**src/rtl/alu_split_operand.sv**
```systemverilog
// alu_split_operand
//   Registered ALU whose operands A and B may arrive in different cycles.
//   A command is accepted in IDLE. Any operand it still needs is waited for in
//   WAIT, up to TIMEOUT cycles. The result is produced from EXEC after one
//   cycle, or from MUL after MUL_LAT cycles for multiply commands.
//
// Ports
//   clk_i          clock, rising edge
//   rst_i          asynchronous active-high reset
//   ce_i           clock enable; 0 freezes all state and outputs, masks res_valid_o
//   mode_i         1 = arithmetic, 0 = logic
//   cmd_i          operation code
//   inp_valid_i    bit0 = opa_i valid, bit1 = opb_i valid
//   opa_i, opb_i   operands
//   cin_i          carry in
//   res_o          result, zero-extended except for multiply
//   cout_o         carry out (ADD, ADD_CIN, INC_A, INC_B)
//   oflow_o        borrow (SUB, SUB_CIN, DEC_A, DEC_B)
//   g_o, e_o, l_o  A>B, A==B, A<B (CMP only)
//   err_o          illegal command, rotate amount out of range, or operand timeout
//   res_valid_o    one-cycle strobe; the result outputs were updated this cycle
//   busy_o         high in EXEC and MUL; inputs are ignored while high
//   state_o        current FSM state (0 IDLE, 1 WAIT, 2 EXEC, 3 MUL)
//
// Handshake: an operand is taken when its inp_valid_i bit is high at a rising
// clock edge with ce_i=1 and busy_o=0. Each accepted command produces exactly
// one res_valid_o pulse, unless reset aborts it. The result outputs hold their
// values until the next pulse. A new command may be presented in the cycle
// that res_valid_o is high.
module alu_split_operand #(
    parameter int WIDTH   = 8,
    parameter int CWIDTH  = 4,
    parameter int TIMEOUT = 16,
    parameter int MUL_LAT = 3
) (
    input  logic                 clk_i,
    input  logic                 rst_i,
    input  logic                 ce_i,
    input  logic                 mode_i,
    input  logic [CWIDTH-1:0]    cmd_i,
    input  logic [1:0]           inp_valid_i,
    input  logic [WIDTH-1:0]     opa_i,
    input  logic [WIDTH-1:0]     opb_i,
    input  logic                 cin_i,
    output logic [2*WIDTH-1:0]   res_o,
    output logic                 cout_o,
    output logic                 oflow_o,
    output logic                 g_o,
    output logic                 e_o,
    output logic                 l_o,
    output logic                 err_o,
    output logic                 res_valid_o,
    output logic                 busy_o,
    output logic [1:0]           state_o
);

    localparam int SW   = $clog2(WIDTH);
    localparam int CMAX = (TIMEOUT > MUL_LAT) ? TIMEOUT : MUL_LAT;
    localparam int CW   = $clog2(CMAX + 1);

    localparam logic [CW-1:0] TO_LAST  = CW'(TIMEOUT - 1);
    localparam logic [CW-1:0] MUL_LAST = CW'(MUL_LAT - 1);
    localparam logic [CW-1:0] CNT_ONE  = CW'(1);

    // Arithmetic command codes (mode 1)
    localparam logic [CWIDTH-1:0] A_ADD     = CWIDTH'(0);
    localparam logic [CWIDTH-1:0] A_SUB     = CWIDTH'(1);
    localparam logic [CWIDTH-1:0] A_ADD_CIN = CWIDTH'(2);
    localparam logic [CWIDTH-1:0] A_SUB_CIN = CWIDTH'(3);
    localparam logic [CWIDTH-1:0] A_INC_A   = CWIDTH'(4);
    localparam logic [CWIDTH-1:0] A_DEC_A   = CWIDTH'(5);
    localparam logic [CWIDTH-1:0] A_INC_B   = CWIDTH'(6);
    localparam logic [CWIDTH-1:0] A_DEC_B   = CWIDTH'(7);
    localparam logic [CWIDTH-1:0] A_CMP     = CWIDTH'(8);
    localparam logic [CWIDTH-1:0] A_MUL_INC = CWIDTH'(9);
    localparam logic [CWIDTH-1:0] A_MUL_SHL = CWIDTH'(10);
    // Logic command codes (mode 0)
    localparam logic [CWIDTH-1:0] L_AND     = CWIDTH'(0);
    localparam logic [CWIDTH-1:0] L_NAND    = CWIDTH'(1);
    localparam logic [CWIDTH-1:0] L_OR      = CWIDTH'(2);
    localparam logic [CWIDTH-1:0] L_NOR     = CWIDTH'(3);
    localparam logic [CWIDTH-1:0] L_XOR     = CWIDTH'(4);
    localparam logic [CWIDTH-1:0] L_XNOR    = CWIDTH'(5);
    localparam logic [CWIDTH-1:0] L_NOT_A   = CWIDTH'(6);
    localparam logic [CWIDTH-1:0] L_NOT_B   = CWIDTH'(7);
    localparam logic [CWIDTH-1:0] L_SHR1_A  = CWIDTH'(8);
    localparam logic [CWIDTH-1:0] L_SHL1_A  = CWIDTH'(9);
    localparam logic [CWIDTH-1:0] L_SHR1_B  = CWIDTH'(10);
    localparam logic [CWIDTH-1:0] L_SHL1_B  = CWIDTH'(11);
    localparam logic [CWIDTH-1:0] L_ROL     = CWIDTH'(12);
    localparam logic [CWIDTH-1:0] L_ROR     = CWIDTH'(13);

    typedef enum logic [1:0] {
        S_IDLE = 2'd0,
        S_WAIT = 2'd1,
        S_EXEC = 2'd2,
        S_MUL  = 2'd3
    } state_t;

    // Commands that use B only do not need A. Illegal codes need both operands.
    function automatic logic need_a_f(input logic m, input logic [CWIDTH-1:0] c);
        if (m) need_a_f = !(c == A_INC_B || c == A_DEC_B);
        else   need_a_f = !(c == L_NOT_B || c == L_SHR1_B || c == L_SHL1_B);
    endfunction

    // Commands that use A only do not need B.
    function automatic logic need_b_f(input logic m, input logic [CWIDTH-1:0] c);
        if (m) need_b_f = !(c == A_INC_A || c == A_DEC_A);
        else   need_b_f = !(c == L_NOT_A || c == L_SHR1_A || c == L_SHL1_A);
    endfunction

    function automatic logic is_mul_f(input logic m, input logic [CWIDTH-1:0] c);
        is_mul_f = m && (c == A_MUL_INC || c == A_MUL_SHL);
    endfunction

    state_t               state_q;
    logic [CW-1:0]        cnt_q;
    logic [CWIDTH-1:0]    cmd_q;
    logic                 mode_q;
    logic                 cin_q;
    logic [WIDTH-1:0]     a_q;
    logic [WIDTH-1:0]     b_q;
    logic                 have_a_q;
    logic                 have_b_q;
    logic [2*WIDTH-1:0]   res_q;
    logic                 cout_q;
    logic                 oflow_q;
    logic                 g_q;
    logic                 e_q;
    logic                 l_q;
    logic                 err_q;
    logic                 res_valid_q;
    logic                 busy_q;

    // Next-value results computed from the held command and operands
    logic [2*WIDTH-1:0]   res_d;
    logic                 cout_d;
    logic                 oflow_d;
    logic                 g_d;
    logic                 e_d;
    logic                 l_d;
    logic                 err_d;

    logic [WIDTH:0]       a_ext;
    logic [WIDTH:0]       b_ext;
    logic [WIDTH:0]       cin_ext;
    logic [WIDTH:0]       one_ext;
    logic [WIDTH:0]       t_w1;
    logic [WIDTH-1:0]     t_w;
    logic [2*WIDTH-1:0]   m_a;
    logic [2*WIDTH-1:0]   m_b;
    logic [2*WIDTH-1:0]   rot_dbl;
    logic [SW-1:0]        rot_amt;
    logic                 rot_hi;

    logic                 idle_complete;
    logic                 idle_mul;
    logic                 held_need_a;
    logic                 held_need_b;
    logic                 wait_complete;
    logic                 take_a;
    logic                 take_b;

    assign a_ext   = {1'b0, a_q};
    assign b_ext   = {1'b0, b_q};
    assign cin_ext = {{WIDTH{1'b0}}, cin_q};
    assign one_ext = {{WIDTH{1'b0}}, 1'b1};
    assign rot_amt = b_q[SW-1:0];
    // Any B bit above the rotate-amount field makes the rotate illegal
    assign rot_hi  = |b_q[WIDTH-1:SW];

    assign idle_complete = (inp_valid_i[0] || !need_a_f(mode_i, cmd_i)) &&
                           (inp_valid_i[1] || !need_b_f(mode_i, cmd_i));
    assign idle_mul      = is_mul_f(mode_i, cmd_i);

    // In WAIT only the missing operand is sampled; a held operand is never overwritten
    assign held_need_a   = need_a_f(mode_q, cmd_q);
    assign held_need_b   = need_b_f(mode_q, cmd_q);
    assign take_a        = held_need_a && !have_a_q && inp_valid_i[0];
    assign take_b        = held_need_b && !have_b_q && inp_valid_i[1];
    assign wait_complete = (!held_need_a || have_a_q || inp_valid_i[0]) &&
                           (!held_need_b || have_b_q || inp_valid_i[1]);

    always_comb begin
        res_d   = '0;
        cout_d  = 1'b0;
        oflow_d = 1'b0;
        g_d     = 1'b0;
        e_d     = 1'b0;
        l_d     = 1'b0;
        err_d   = 1'b0;
        t_w1    = '0;
        t_w     = '0;
        m_a     = '0;
        m_b     = '0;
        rot_dbl = '0;
        if (mode_q) begin
            case (cmd_q)
                A_ADD:     begin t_w1 = a_ext + b_ext;           cout_d  = t_w1[WIDTH]; end
                A_ADD_CIN: begin t_w1 = a_ext + b_ext + cin_ext; cout_d  = t_w1[WIDTH]; end
                A_INC_A:   begin t_w1 = a_ext + one_ext;         cout_d  = t_w1[WIDTH]; end
                A_INC_B:   begin t_w1 = b_ext + one_ext;         cout_d  = t_w1[WIDTH]; end
                // Bit WIDTH of a (WIDTH+1)-bit difference is the borrow
                A_SUB:     begin t_w1 = a_ext - b_ext;           oflow_d = t_w1[WIDTH]; end
                A_SUB_CIN: begin t_w1 = a_ext - b_ext - cin_ext; oflow_d = t_w1[WIDTH]; end
                A_DEC_A:   begin t_w1 = a_ext - one_ext;         oflow_d = t_w1[WIDTH]; end
                A_DEC_B:   begin t_w1 = b_ext - one_ext;         oflow_d = t_w1[WIDTH]; end
                A_CMP: begin
                    g_d = (a_q > b_q);
                    e_d = (a_q == b_q);
                    l_d = (a_q < b_q);
                end
                A_MUL_INC: begin
                    m_a = {{(WIDTH-1){1'b0}}, a_ext + one_ext};
                    m_b = {{(WIDTH-1){1'b0}}, b_ext + one_ext};
                end
                A_MUL_SHL: begin
                    m_a = {{WIDTH{1'b0}}, a_q[WIDTH-2:0], 1'b0};
                    m_b = {{WIDTH{1'b0}}, b_q};
                end
                default: err_d = 1'b1;
            endcase
            if (is_mul_f(mode_q, cmd_q)) begin
                res_d = m_a * m_b;
            end else if (cmd_q == A_ADD || cmd_q == A_ADD_CIN ||
                         cmd_q == A_INC_A || cmd_q == A_INC_B) begin
                res_d = {{(WIDTH-1){1'b0}}, t_w1};
            end else if (cmd_q == A_SUB || cmd_q == A_SUB_CIN ||
                         cmd_q == A_DEC_A || cmd_q == A_DEC_B) begin
                res_d = {{WIDTH{1'b0}}, t_w1[WIDTH-1:0]};
            end
        end else begin
            case (cmd_q)
                L_AND:    t_w = a_q & b_q;
                L_NAND:   t_w = ~(a_q & b_q);
                L_OR:     t_w = a_q | b_q;
                L_NOR:    t_w = ~(a_q | b_q);
                L_XOR:    t_w = a_q ^ b_q;
                L_XNOR:   t_w = ~(a_q ^ b_q);
                L_NOT_A:  t_w = ~a_q;
                L_NOT_B:  t_w = ~b_q;
                L_SHR1_A: t_w = a_q >> 1;
                L_SHL1_A: t_w = a_q << 1;
                L_SHR1_B: t_w = b_q >> 1;
                L_SHL1_B: t_w = b_q << 1;
                // Rotates shift a doubled copy of A and keep one window of it
                L_ROL: begin
                    if (rot_hi) begin
                        err_d = 1'b1;
                    end else begin
                        rot_dbl = {a_q, a_q} << rot_amt;
                        t_w     = rot_dbl[2*WIDTH-1:WIDTH];
                    end
                end
                L_ROR: begin
                    if (rot_hi) begin
                        err_d = 1'b1;
                    end else begin
                        rot_dbl = {a_q, a_q} >> rot_amt;
                        t_w     = rot_dbl[WIDTH-1:0];
                    end
                end
                default: err_d = 1'b1;
            endcase
            res_d = {{WIDTH{1'b0}}, t_w};
        end
    end

    always_ff @(posedge clk_i or posedge rst_i) begin
        if (rst_i) begin
            state_q     <= S_IDLE;
            cnt_q       <= '0;
            cmd_q       <= '0;
            mode_q      <= 1'b0;
            cin_q       <= 1'b0;
            a_q         <= '0;
            b_q         <= '0;
            have_a_q    <= 1'b0;
            have_b_q    <= 1'b0;
            res_q       <= '0;
            cout_q      <= 1'b0;
            oflow_q     <= 1'b0;
            g_q         <= 1'b0;
            e_q         <= 1'b0;
            l_q         <= 1'b0;
            err_q       <= 1'b0;
            res_valid_q <= 1'b0;
            busy_q      <= 1'b0;
        end else if (ce_i) begin
            res_valid_q <= 1'b0;
            case (state_q)
                S_IDLE: begin
                    if (inp_valid_i != 2'b00) begin
                        cmd_q    <= cmd_i;
                        mode_q   <= mode_i;
                        cin_q    <= cin_i;
                        have_a_q <= inp_valid_i[0];
                        have_b_q <= inp_valid_i[1];
                        cnt_q    <= '0;
                        if (inp_valid_i[0]) a_q <= opa_i;
                        if (inp_valid_i[1]) b_q <= opb_i;
                        if (idle_complete) begin
                            state_q <= idle_mul ? S_MUL : S_EXEC;
                            busy_q  <= 1'b1;
                        end else begin
                            state_q <= S_WAIT;
                        end
                    end
                end
                S_WAIT: begin
                    if (wait_complete) begin
                        if (take_a) begin
                            a_q      <= opa_i;
                            have_a_q <= 1'b1;
                        end
                        if (take_b) begin
                            b_q      <= opb_i;
                            have_b_q <= 1'b1;
                        end
                        cnt_q   <= '0;
                        state_q <= is_mul_f(mode_q, cmd_q) ? S_MUL : S_EXEC;
                        busy_q  <= 1'b1;
                    end else if (cnt_q == TO_LAST) begin
                        // Operand never arrived: report an error result
                        res_q       <= '0;
                        cout_q      <= 1'b0;
                        oflow_q     <= 1'b0;
                        g_q         <= 1'b0;
                        e_q         <= 1'b0;
                        l_q         <= 1'b0;
                        err_q       <= 1'b1;
                        res_valid_q <= 1'b1;
                        state_q     <= S_IDLE;
                    end else begin
                        cnt_q <= cnt_q + CNT_ONE;
                    end
                end
                S_EXEC, S_MUL: begin
                    if (state_q == S_EXEC || cnt_q == MUL_LAST) begin
                        res_q       <= res_d;
                        cout_q      <= cout_d;
                        oflow_q     <= oflow_d;
                        g_q         <= g_d;
                        e_q         <= e_d;
                        l_q         <= l_d;
                        err_q       <= err_d;
                        res_valid_q <= 1'b1;
                        busy_q      <= 1'b0;
                        state_q     <= S_IDLE;
                    end else begin
                        cnt_q <= cnt_q + CNT_ONE;
                    end
                end
                default: state_q <= S_IDLE;
            endcase
        end
    end

    assign res_o       = res_q;
    assign cout_o      = cout_q;
    assign oflow_o     = oflow_q;
    assign g_o         = g_q;
    assign e_o         = e_q;
    assign l_o         = l_q;
    assign err_o       = err_q;
    // A strobe that lands while the clock is disabled shows once ce_i returns
    assign res_valid_o = res_valid_q & ce_i;
    assign busy_o      = busy_q;
    assign state_o     = state_q;

endmodule

```
**config.mk**
```make
export PLATFORM = sky130hd
export DESIGN_NAME = alu_split_operand
export DESIGN_NICKNAME = d
export VERILOG_FILES = /design/src/rtl/alu_split_operand.sv
export SDC_FILE = /design/constraint.sdc
export NUM_CORES = 1
export LEC_CHECK = 0
export ABC_AREA = 1
export CORE_AREA = 2 2 169 171
export CTS_CLUSTER_DIAMETER = 50
export DETAILED_ROUTE_END_ITERATION = 10
export DIE_AREA = 0 0 171 173
export PLACE_DENSITY = 0.47
export SYNTH_ARGS = -nofsm -noshare
export SYNTH_HDL_FRONTEND = slang
export SYNTH_SLANG_ARGS = --single-unit
```
**constraint.sdc**
```tcl
create_clock -name clk_i -period 6.85 [get_ports clk_i]
set_input_delay 1.0275 -clock clk_i [delete_from_list [all_inputs] [get_ports clk_i]]
set_output_delay 1.0275 -clock clk_i [all_outputs]
set_load 0.005 [all_outputs]
```
==> reports/results.ini <==
[hold_path]
hold_path_depth=2
min_path_type=reg -> reg

[sta]
rsz0062_at_grt=false
fin_worst_skew_ns=0.00751
hold_viol=0
fin_crit_ns=6.23
setup-violations-final=0
fmax_mhz=160
setup_tns_ns=0
slew_violations=0
worst_slew_margin_rel=0.321
period_share=0.910
setup_slack_ns=0.618
worst_slew_pin_slew_ns=1.02
holdWs_ns=0.484

[yosys]
syn_area_per_cell_sq_um=6.38
synth_area_sq_um=9280
syn_nets=1627
seq_area_frac_synth=0.148
synth_compound_area_frac=0.145
synth_fa_ha_area_frac=0.235
ys_warn_count=0
synth-async-reset-ratio=1.00
synth_seq_cells=55
yosys-top-cells-area=nand2_1 15%, dfrtp_1 15%, ha_1 13%, fa_1 10%, inv_1 10%
yosysUniqueCellTypes=55
synth_top_family_by_area=simple AND/OR/NAND/NOR gates
synthMuxAreaShare=0.00337
synth_edf_count=0
synthXorXnorAreaFrac=0.0160
yosysTopAreaCell=nand2_1
ys.flop_type=dfrtp_1
synthSimpleGateAreaFrac=0.324
netlist.area_leader.share=0.151
syn_inst=1454

[drt]
wl_um=35700
wl_per_cell_um=19.0
first_pass_iters=5
vias=9652
avgViaCountPerCell=5.14
drt-initial-drc-count=654
postRouteAntennaNets=0
route.detailed.drc=0

[clocking]
cts.reportedPaths.clkPinSlew_ns=0.08
cts_sinks=55
numCtsBuffers=5
cts_max_level=2
clockRootBuffer=clkbuf_16
cts_tree=done
cts_max_path_buffers=2
insertion_delay_ns=0.33

[finish]
drive_gt1_frac=0.0580
fin_nets=1673
diodes=0
layoutNonFillerInstCount=1879
syn2layout_area_growth_pct=12.4

[power]
comb_power_share=0.782
p_clk_frac=0.068
swShare=0.621
pwr_density_cell_nw_per_um2=407
internal_power_w=0.00161
leakagePower_nw=5.54
power.switching_w=0.00264
p_seq_frac=0.150
ir_drop_v=0.000188
p_total_w=0.00425

[place]
place_hpwl_um=29200
numPortBuffers=52
dp_worst_setup_slack_ns=0.454
dp_cells=1871
globalplace.congestion=1.00

[die]
fp-row-count=61
io_pins=53
start_util=0.336
core-area_sq_um=27600
design.die.area_sq_um=29600
die_x_um=171
die_h_um=173

[worst_setup_path]
r2r_cells=29
arrival_ns=6.45
end_kind=register
critical_path_required_ns=7.06
path_class=reg -> reg
cp_max_fo=15
crit_slowest_cell=fa_1
worstSetupStartpointType=register
critPathMaxStageDelay_ns=0.54

[outcome]
status=completed

[global_route]
grt_pass1_vias=9887
antenna_found_initial=0
grt_pass1_wl_um=56400
grt_max_degree=56
overflow=0
grt_usage=0.249

[job]
cap_viol_max_count=0

## cells by family (layout without fill, tap and decap cells)
family,after synthesis,count (layout)
and+or+nand+nor,704,704
buffers and inverters,308,355
AOI/OAI and AO/OA,221,221
adders and majority gates,146,146
DFF,55,55
xor gates and xnor gates,17,17
muxes,3,3
## per-stage QoR
step | util | cell area [sq um]
final | 0.378 | 10400
after global routing | 0.378 | 10400
after CTS | 0.378 | 10400
after detailed placement | 0.372 | 10300
after global placement | 0.372 | 10300
after floorplan | - | 9280
## sequential cells by signal, summed over array words and instances, names as in the netlist
name and flops:
cmd_q 4, res_valid_q 1, b_q 8, cnt_q 5, have_a_q 1, have_b_q 1
cout_o 1, res_o 16, err_o 1, busy_o 1, state_o 2, g_o 1
oflow_o 1, a_q 8, l_o 1, e_o 1, cin_q 1, mode_q 1
## cells in the mapped netlist, types with 7 or more instances
library cell / instances
nand3_1: 110
inv_1: 250
o21ai_1: 16
fa_1: 47
inv_2: 14
dfrtp_1: 55
o211ai_1: 10
clkinv_1: 7
ha_1: 99
o22ai_1: 22
nand2_1: 374
o2111ai_1: 9
nor3_1: 9
nand4_1: 24
o21ai_2: 8
a21oi_1: 55
buf_2: 17
nor2_1: 154
xnor2_1: 7
o21ai_0: 67
clkbuf_1: 16
xor2_1: 10
## power groups by stage
stage / Combinational (W) / Clock, W / Sequential [W]
finish: 0.00332 / 0.000289 / 0.000637
detailed placement: 0.00327 / 0 / 0.000635
global placement: 0.00329 / 0 / 0.000637
floorplan: 0.00221 / 0 / 0.000560
CTS: 0.00329 / 0.000305 / 0.000630
global route: 0.00368 / 0.000314 / 0.000653
## cell usage in the layout, fill, tap and decap left out, types with 5 or more instances in the layout
cell,netlist,layout
o21ai_0,67,65
inv_2,14,15
o21ai_1,16,18
o2111ai_1,9,9
o21a_1,6,6
nor3_1,9,9
o22ai_1,22,22
a21oi_1,55,55
ha_1,99,99
buf_4,2,24
a31oi_1,5,5
nand2_1,374,374
o21bai_1,5,5
xor2_1,10,10
nand3_1,110,110
nor2_1,154,154
nor2_2,6,6
clkinv_1,7,7
fa_1,47,47
nand4_1,24,24
o211ai_1,10,10
clkdlybuf4s50_1,0,52
xnor2_1,7,7
dfrtp_1,55,53
clkbuf_16,0,5
o21ai_2,8,8
inv_1,250,249
## worst max-delay path: cells and delay by family (launching register included)
kind,cells,cell delay [ns]
AOI/OAI and AO/OA,2,0.25
adders and majority gates,7,3.08
buffers and inverters,7,0.75
DFF,1,0.49
and+or+nand+nor,13,1.51
## timing repair
item,4_1_cts,5_1_grt
endpoints found under the setup margin,0,2
hold buffers,0,0
buffers inserted,0,0
resized for setup,0,4
## per-layer routing
layer  vias to the layer above  share of wire  track usage  routed length [um]
li1                       4745              -            -                   -
met1                      4510           0.43        0.314               15500
met2                       311           0.46        0.408               16200
met3                        86          0.049       0.0334                1750
met4                         0          0.061        0.137                2190
met5                         -              0            0                   0
## final cells by class
| cell class | count | area, sq um |
|---|---|---|
| inverter | 271 | 1020 |
| clock buffer | 5 | 125 |
| clock inverter | 3 | 27.5 |
| tap | 378 | 473 |
| sequential | 55 | 1380 |
| fill | 3137 | 17200 |
| multi-input combinational | 1091 | 6710 |
| timing repair buffer | 76 | 701 |
## final timing paths
kind                       startpoint         to  slack (ns)
max reg2reg                  cmd_q[3]  res_o[14]        0.62
min in group asynchronous       rst_i   cnt_q[3]        1.22
min reg2reg                  res_o[0]   res_o[0]        0.48
max in group asynchronous       rst_i   cmd_q[3]        5.07
max                          cmd_q[3]  res_o[14]        0.62
min                          res_o[0]   res_o[0]        0.48
No activity file was read; power rests on OpenSTA's default activity.
